**src/rtl/div_pkg.sv**
```systemverilog
`default_nettype none
// ============================================================================
// Module   : div_pkg
// Brief    : Shared types and constants for the RV32M iterative divider.
// Revision : 1.0 - initial release
// ============================================================================
package div_pkg;

  // Opcode encoding: bit 1 selects remainder, bit 0 selects unsigned.
  typedef enum logic [1:0] {
    DIV  = 2'b00,
    DIVU = 2'b01,
    REM  = 2'b10,
    REMU = 2'b11
  } div_op_t;

  typedef enum logic [1:0] {
    IDLE = 2'b00,
    CALC = 2'b01,
    FIX  = 2'b10,
    DONE = 2'b11
  } div_state_t;

  localparam int OP_REM_BIT      = 1;
  localparam int OP_UNSIGNED_BIT = 0;

endpackage
`default_nettype wire

```
**src/rtl/div_step.sv**
```systemverilog
`default_nettype none
// ============================================================================
// Module   : div_step
// Brief    : One combinational restoring-division step: shift {rem,quo} left
//            by one, trial-subtract the divisor, keep the difference if it is
//            non-negative and shift in the matching quotient bit.
// Revision : 1.0 - initial release
// ============================================================================
module div_step #(
  parameter int WIDTH = 32
) (
  input  logic [WIDTH-1:0] rem,
  input  logic [WIDTH-1:0] quo,
  input  logic [WIDTH-1:0] dsr,
  output logic [WIDTH-1:0] rem_n,
  output logic [WIDTH-1:0] quo_n
);

  logic [WIDTH:0] w_shift;
  logic [WIDTH:0] w_trial;

  // Trial subtraction is one bit wider than the operands. Because rem < dsr
  // on entry, the shifted value never exceeds 2*dsr, so the top bit of the
  // difference is a reliable sign.
  always_comb begin
    w_shift = {rem, quo[WIDTH-1]};
    w_trial = w_shift - {1'b0, dsr};
    if (w_trial[WIDTH]) begin
      rem_n = w_shift[WIDTH-1:0];
      quo_n = {quo[WIDTH-2:0], 1'b0};
    end else begin
      rem_n = w_trial[WIDTH-1:0];
      quo_n = {quo[WIDTH-2:0], 1'b1};
    end
  end

endmodule
`default_nettype wire

```
**src/rtl/rv_iter_divider.sv**
```systemverilog
`default_nettype none
// ============================================================================
// Module   : rv_iter_divider
// Brief    : Multi-cycle restoring divider for RV32M DIV/DIVU/REM/REMU, one
//            quotient bit per cycle. Operands are converted to magnitudes on
//            entry and the sign is restored in the FIX state.
//            Optional macro DIV_EARLY_OUT_EN: special cases (divide by zero,
//            signed overflow) complete straight from IDLE with latency 1.
// Revision : 1.0 - initial release
// ============================================================================
module rv_iter_divider
  import div_pkg::*;
#(
  parameter int WIDTH = 32
) (
  input  logic             clk,
  input  logic             rst,
  input  logic             start,
  input  logic [1:0]       op,
  input  logic [WIDTH-1:0] dividend,
  input  logic [WIDTH-1:0] divisor,
  output logic             busy,
  output logic             done,
  output logic [WIDTH-1:0] result
);

  localparam int              CW     = $clog2(WIDTH);
  localparam logic [CW-1:0]   c_last = CW'(WIDTH - 1);
  localparam logic [WIDTH-1:0] c_ones = {WIDTH{1'b1}};
  localparam logic [WIDTH-1:0] c_min  = {1'b1, {(WIDTH-1){1'b0}}};

  div_state_t       r_state;
  div_state_t       w_state_n;
  logic [CW-1:0]    r_count;
  logic [WIDTH-1:0] r_rem;
  logic [WIDTH-1:0] r_quo;
  logic [WIDTH-1:0] r_dsr;
  logic [WIDTH-1:0] r_result;
  logic             r_rem_op;
  logic             r_neg_q;
  logic             r_neg_r;
  logic             r_dsr_zero;

  logic             w_signed;
  logic             w_dvd_neg;
  logic             w_dsr_neg;
  logic [WIDTH-1:0] w_dvd_abs;
  logic [WIDTH-1:0] w_dsr_abs;
  logic [WIDTH-1:0] w_rem_n;
  logic [WIDTH-1:0] w_quo_n;
  logic [WIDTH-1:0] w_q_fix;
  logic [WIDTH-1:0] w_r_fix;
  logic             w_early;
  logic [WIDTH-1:0] w_early_res;

  // Magnitudes are modulo 2^WIDTH, so the most negative value maps to itself
  // and is then treated as an unsigned magnitude.
  assign w_signed  = ~op[OP_UNSIGNED_BIT];
  assign w_dvd_neg = w_signed & dividend[WIDTH-1];
  assign w_dsr_neg = w_signed & divisor[WIDTH-1];
  assign w_dvd_abs = w_dvd_neg ? -dividend : dividend;
  assign w_dsr_abs = w_dsr_neg ? -divisor  : divisor;

`ifdef DIV_EARLY_OUT_EN
  assign w_early = (divisor == '0) |
                   (w_signed & (dividend == c_min) & (divisor == c_ones));
  assign w_early_res = (divisor == '0) ?
                       (op[OP_REM_BIT] ? dividend : c_ones) :
                       (op[OP_REM_BIT] ? '0 : dividend);
`else
  assign w_early     = 1'b0;
  assign w_early_res = '0;
`endif

  // Signed overflow (MIN / -1) needs no special handling here: |MIN|/1 gives
  // MIN with remainder 0 and equal signs. Divide-by-zero yields an all-ones
  // quotient and rem=|dividend|; only the quotient negation must be skipped.
  assign w_q_fix = r_dsr_zero ? c_ones : (r_neg_q ? -r_quo : r_quo);
  assign w_r_fix = r_neg_r ? -r_rem : r_rem;
  assign result  = r_result;

  div_step #(.WIDTH(WIDTH)) u_step (
    .rem   (r_rem),
    .quo   (r_quo),
    .dsr   (r_dsr),
    .rem_n (w_rem_n),
    .quo_n (w_quo_n)
  );

  // State register
  always_ff @(posedge clk) begin
    if (rst) r_state <= IDLE;
    else     r_state <= w_state_n;
  end

  // Next-state and status outputs
  always_comb begin
    w_state_n = r_state;
    busy      = (r_state != IDLE);
    done      = (r_state == DONE);
    case (r_state)
      IDLE:    if (start) w_state_n = w_early ? DONE : CALC;
      CALC:    if (r_count == c_last) w_state_n = FIX;
      FIX:     w_state_n = DONE;
      DONE:    w_state_n = IDLE;
      default: w_state_n = IDLE;
    endcase
  end

  // Operand capture, iteration datapath and result register
  always_ff @(posedge clk) begin
    if (rst) begin
      r_count    <= '0;
      r_rem      <= '0;
      r_quo      <= '0;
      r_dsr      <= '0;
      r_result   <= '0;
      r_rem_op   <= 1'b0;
      r_neg_q    <= 1'b0;
      r_neg_r    <= 1'b0;
      r_dsr_zero <= 1'b0;
    end else begin
      case (r_state)
        IDLE: begin
          if (start) begin
            if (w_early) begin
              r_result <= w_early_res;
            end else begin
              r_count    <= '0;
              r_rem      <= '0;
              r_quo      <= w_dvd_abs;
              r_dsr      <= w_dsr_abs;
              r_rem_op   <= op[OP_REM_BIT];
              r_neg_q    <= w_dvd_neg ^ w_dsr_neg;
              r_neg_r    <= w_dvd_neg;
              r_dsr_zero <= (divisor == '0);
            end
          end
        end
        CALC: begin
          r_rem   <= w_rem_n;
          r_quo   <= w_quo_n;
          r_count <= r_count + 1'b1;
        end
        FIX: begin
          r_result <= r_rem_op ? w_r_fix : w_q_fix;
        end
        default: ;
      endcase
    end
  end

endmodule
`default_nettype wire
```
**config.mk**
```make
export PLATFORM = sky130hd
export DESIGN_NAME = rv_iter_divider
export DESIGN_NICKNAME = d
export VERILOG_FILES = /design/src/rtl/div_pkg.sv /design/src/rtl/div_step.sv /design/src/rtl/rv_iter_divider.sv
export SDC_FILE = /design/constraint.sdc
export NUM_CORES = 1
export LEC_CHECK = 0
export CORE_ASPECT_RATIO = 1.1
export CORE_MARGIN = 8
export CORE_UTILIZATION = 59
export CTS_CLUSTER_DIAMETER = 200
export DETAILED_ROUTE_END_ITERATION = 8
export PLACE_DENSITY_LB_ADDON = 0.1
export SLEW_MARGIN = 20
export SYNTH_ARGS = -nofsm -noshare
export SYNTH_HDL_FRONTEND = slang
export SYNTH_HIERARCHICAL = 1
export SYNTH_SLANG_ARGS = --single-unit
```
**constraint.sdc**
```tcl
create_clock -name clk -period 4.3 [get_ports clk]
set_clock_uncertainty 0.2 [all_clocks]
set_input_delay 0.86 -clock clk [delete_from_list [all_inputs] [get_ports clk]]
set_output_delay 0.86 -clock clk [all_outputs]
set_load 0.02 [all_outputs]
```
Word-level counts from Yosys, hierarchy flattened
Cells that the tools add are included.
Widths: inputs -> output; s select.
{ "word_totals": {"input_bits": 69, "regBits": 139, "elab_cells": 50, "output_inout_bits": 34} }
{ "op_classes": {"bitwise": 4, "n_reduce_logical": 7, "eq_ne": 6, "muxes": 17, "add_sub_neg": 6} }
{ "ops": {"columns": ["op", "n"], "rows": [
  ["$mux 32", 9],
  ["$neg 32->32", 4],
  ["$pmux 32 s2", 2],
  ["$sub 33x32->33", 1],
  ["$logic_not 32->1", 1],
  ["$pmux 5 s2", 1],
  ["$pmux 2 s4", 1],
  ["$reduce_and 2->1", 3],
  ["$add 5x1->5 const B", 1],
  ["$eq 5x5->1 const B", 1],
  ["$mux 5", 1],
  ["$eq 2x2->1 const B", 2],
  ["$mux 2", 2],
  ["$ne 2x2->1 const B", 2],
  ["$reduce_bool 2->1", 2],
  ["$and 1x1->1", 2],
  ["$eq 2x1->1 const B", 1],
  ["$logic_not 2->1", 1],
  ["$mux 1", 1],
  ["$not 1->1", 1],
  ["$xor 1x1->1", 1]
]} }

Depth between registers and ports, before layout
{ "logic_depth": {"word_depth": 5, "mapped_depth": 17, "mapped_depth_nobuf": 15} }

Hierarchy
Netlist, hierarchy kept.
{ "modules_own_cells": {"columns": ["mod", "instances", "cells_each", "seq_area_each_um2", "area_per_inst_um2"], "rows": [
  ["rv_iter_divider", 1, 1015, 2782.7, 8117.8],
  ["div_step", 1, 340, 0.0, 2549.9]
]} }

Worst setup path before layout
No wires, ideal clock.
{ "synth_path": {"path_type": "flip-flop to flip-flop", "startpoint": "register r_quo[31]", "endpoint": "register r_rem[10]", "setup_ns": 0.128, "n_path_buf": 2, "synth_period_minus_slack_ns": 3.591, "arrival_time_ns": 3.263, "required_time_ns": 3.972, "path_stages_with_launch": 18, "setup_slack_ns": 0.709, "path_cell_list": "dfxtp_1 -> inv_1 -> ha_1 -> fa_1 -> and2b_1 -> o2111ai_2 -> a21oi_2 -> o211ai_2 -> a211oi_4 -> nor2_4 -> mux2i_4 -> and2_4 -> buf_12 -> inv_8 -> buf_12 -> mux2_4 -> a22oi_1 -> nor2_1"} }
{ "synth_between": {"elab_chain_len": 3} }
{ "synth_rtl": {"columns": ["element", "line_no", "text"], "rows": [
  ["start, declared", "rv_iter_divider.sv:36", "logic [WIDTH-1:0] r_quo;"],
  ["start signal, assigned", "rv_iter_divider.sv:131", "r_quo <= w_dvd_abs;"],
  ["start signal, assigned", "rv_iter_divider.sv:142", "r_quo <= w_quo_n;"],
  ["$sub 33x32->33", "div_step.sv:27", "w_trial = w_shift - {1'b0, dsr};"],
  ["$mux 32", "div_step.sv:28", "if (w_trial[WIDTH]) begin"],
  ["via w_rem_n[10]", "rv_iter_divider.sv:49", "logic [WIDTH-1:0] w_rem_n;"],
  ["$pmux 32 s2", "rv_iter_divider.sv:123", "case (r_state)"],
  ["end signal, assigned", "rv_iter_divider.sv:141", "r_rem <= w_rem_n;"],
  ["end, declared", "rv_iter_divider.sv:35", "logic [WIDTH-1:0] r_rem;"]
]} }
The timed path passes the listed nets, and every way through them passes these cells.
A chain may end at the register's enable or synchronous reset.

Worst setup path in the final report
{ "layout_path": {"startpoint": "register r_quo[31]", "endpoint": "register r_rem[21]"} }
Same word-level chain as after synthesis.

==> metrics.md <==
| Metric | Value |
|---|---|
| Outcome | finished clean |
| Power per Cell Area | 533 mW/mm2 |
| Placer Congestion | 0.905 |
| R2r setup slk | 0.42 ns |
| Routed met2 length | 13400 um |
| H-tree lvl count | 4 |
| Mean number of vias per cell | 6.31 |
| Initial antenna violation count | 0 |
| Die W | 144 um |
| Sw Pwr | 2.89 mW |
| Reg2Reg Launch Point | r_quo[31] |
| Most common cell in the netlist | dfxtp_1 |
| Cell Int Power | 3.61 mW |
| Via count | 10400 |
| Area growth syn-to-layout | 14.3% |
| CTS tree | yes |
| Syn nets | 1467 |
| CP Launch Point | r_quo[31] |
| Starting Density | 60.1% |
| Grt ovf | 0 |
| Final Cycle Share | 90.2% |
| Area fraction of the dominant cell type after synthesis | 26.1% |
| R2r endpoint | r_rem[21] |
| Routed WL per cell | 18.9 um |
| Nature of the critical path endpoint | flop |
| Sw frac | 44.5% |
| Total GRT Usage | 27.2% |
| Die Span Y | 157 um |
| Max Used Layer | met4 |
| Fmax | 258 MHz |
| Register area share after synthesis | 26.1% |
| Clock power share | 22.6% |
| Hpwl dp | 23200 um |
| Hold Path Class | reg -> reg |
| Mapped Cells | 1355 |
| Worst Slack Setup Final | 0.420 ns |
| Number of synthesized register bits | 139 |
| I/O pin cnt | 103 |
| Clock tree buffer depth | 2 |
| Mapped Avg Cell Area | 7.87 um2 |
| Core Region | 0.0177 mm2 |
| Share of power burned in registers | 30.2% |
| Max Slew Vio Count | 0 |
| DRT Pass-1 Iters | 6 |
| Final setup vio count | 0 |
| Nets | 1502 |
| Total power | 6.50 mW |
| Post-cts repair resize count | 0 |
| Initial drt markers | 1129 |
| Share of layout cells above drive strength 1 | 8.27% |
| Slew @ Worst Pin | 1.07 ns |
| EDFF count, synth | 0 |
| Worst setup path end | r_rem[21] |
| Max_cap viols | 0 |
| # hold bufs at CTS | 0 |
| Post-synth top flop | dfxtp_1 |
| Synth Warn # | 6 |
| Post-CTS Setup Bufs | 0 |
| Pin count of the biggest net entering global routing | 66 |
| Final Hold Viols | 0 |
| Critical path type | reg -> reg |
| First-pass GRT wire length | 49400 um |
| Slew headroom | 28.5% |
| Met1 WL | 14100 um |
| TNS Setup | 0 ns |
| CTS buffer count | 17 |
| Fin crit period | 3.88 ns |
| Synth area leader | dfxtp_1 |
| Place WS | 0.499 ns |
| Critical path arrival | 3.98 ns |
| Leakage power total | 4.73 nW |
| Port buffer count | 102 |
| Comb pwr share | 47.3% |
| CTS Sinks | 139 |
| CTS root buffer | clkbuf_16 |
| Worst-path fanout max | 24 |
| RSZ-0062 raised after global routing | no |
| Worst skew pair latency | 0.43 ns |
| Rows | 51 |
| Worst EP required | 4.40 ns |
| Final wirelength | 31000 um |
| Distinct cells, synth | 78 |
| Inserted Diodes | 0 |
| Worst-path clk slew | 0.06 ns |
| Max IR drop VDD | 0.000614 V |
| Synth Cell Area | 0.0107 mm2 |
| Async set-reset flop share out of synthesis | 0% |
| Worst Reg2Reg Path Length in Cells | 15 |
| Die area | 0.0226 mm2 |
| Top post-synthesis cells by count | dfxtp_1, nor2_1, nand2_1 |
| Vias in the first global route | 9453 |
| DRC errors left | 0 |
| Area contributors post-synth | dfxtp_1, xor2_1, xnor2_1, ha_1, nor2_1 |
| Startpoint types | flop |
| Antenna Nets Post-Route | 0 |
| WL met3 | 2650 um |
[flip-flops by register name (all words and copies together) (netlist names)]
name        flops
r_dsr          32
result         32
r_neg_r         1
r_quo          32
r_count         5
r_rem          32
r_neg_q         1
r_dsr_zero      1
r_state         2
r_rem_op        1
[final cells by class]
cell class	count	area, um2
clock buffer	18	439
clock inverter	14	143
fill	1546	5540
inverter	64	248
multi-input combinational	1037	7050
sequential	139	2780
tap	238	298
timing repair buffer	131	1240
[worst min path at each step]
stage | startpoint | to | slack [ns] | cells after the start
after global routing | result[17] | result[17] | 0.27 | 1
after global placement | result[7] | result[7] | 0.23 | 2
after floorplan | r_dsr[0] | r_dsr[0] | 0.24 | 2
after detailed placement | result[7] | result[7] | 0.24 | 2
after CTS | result[7] | result[7] | 0.25 | 2
final | result[7] | result[7] | 0.24 | 2
[cells by family after synthesis]
group / count (synthesis) / synth area share [%]
AOI/OAI and AO/OA: 420 / 27.2
and+or+nand+nor: 406 / 18.4
buffers and inverters: 179 / 7.96
DFF: 139 / 26.1
xor gates and xnor gates: 136 / 11.2
adders and majority gates: 43 / 5.11
muxes: 32 / 4.07
[routing by layer]
metal,up-vias,track usage (%)
li1,4993,-
met1,4856,38.5
met2,449,39.7
met3,61,5.48
met4,0,10.0
met5,-,0
[critical path, stage by stage, from the launching register on]
cell and delay, ns:
dfxtp_1 0.39, inv_1 0.06, ha_1 0.22, fa_1 0.41
and2b_1 0.25, o2111ai_2 0.14, a21oi_2 0.23, o211ai_2 0.16
a211oi_4 0.30, nor2_4 0.09, mux2i_4 0.32, and2_4 0.30
inv_8 0.12, mux2_4 0.32, a22oi_1 0.17, nor2_1 0.06
[layout by cell type, fill, tap and decap left out, drive strengths merged, types with 42 or more instances in the layout]
cell	count
o21ai	70
inv	67
nor2	135
dfxtp	139
a21oi	90
xnor2	61
ha	42
nand2	100
xor2	75
clkdlybuf4s50	101
[through the flow]
stage                     hold slack (ns)  utilization, %  cells  instance area [um2]
after floorplan                     0.240               -   1355                10700
after global placement              0.231            65.5   1609                11600
after detailed placement            0.238            65.5   1609                11600
after CTS                           0.246            68.8   1641                12200
after global routing                0.273            68.8   1641                12200
final                               0.243            68.8   1641                12200
[power by group through the flow]
stage               clock, mW  combinational [mW]  sequential, mW
floorplan                   0                2.25            1.91
global placement            0                2.94            1.95
detailed placement          0                2.97            1.97
CTS                      1.47                3.00            1.94
global route             1.53                3.34            2.00
finish                   1.47                3.07            1.96
(Power assumes the default switching activity.)
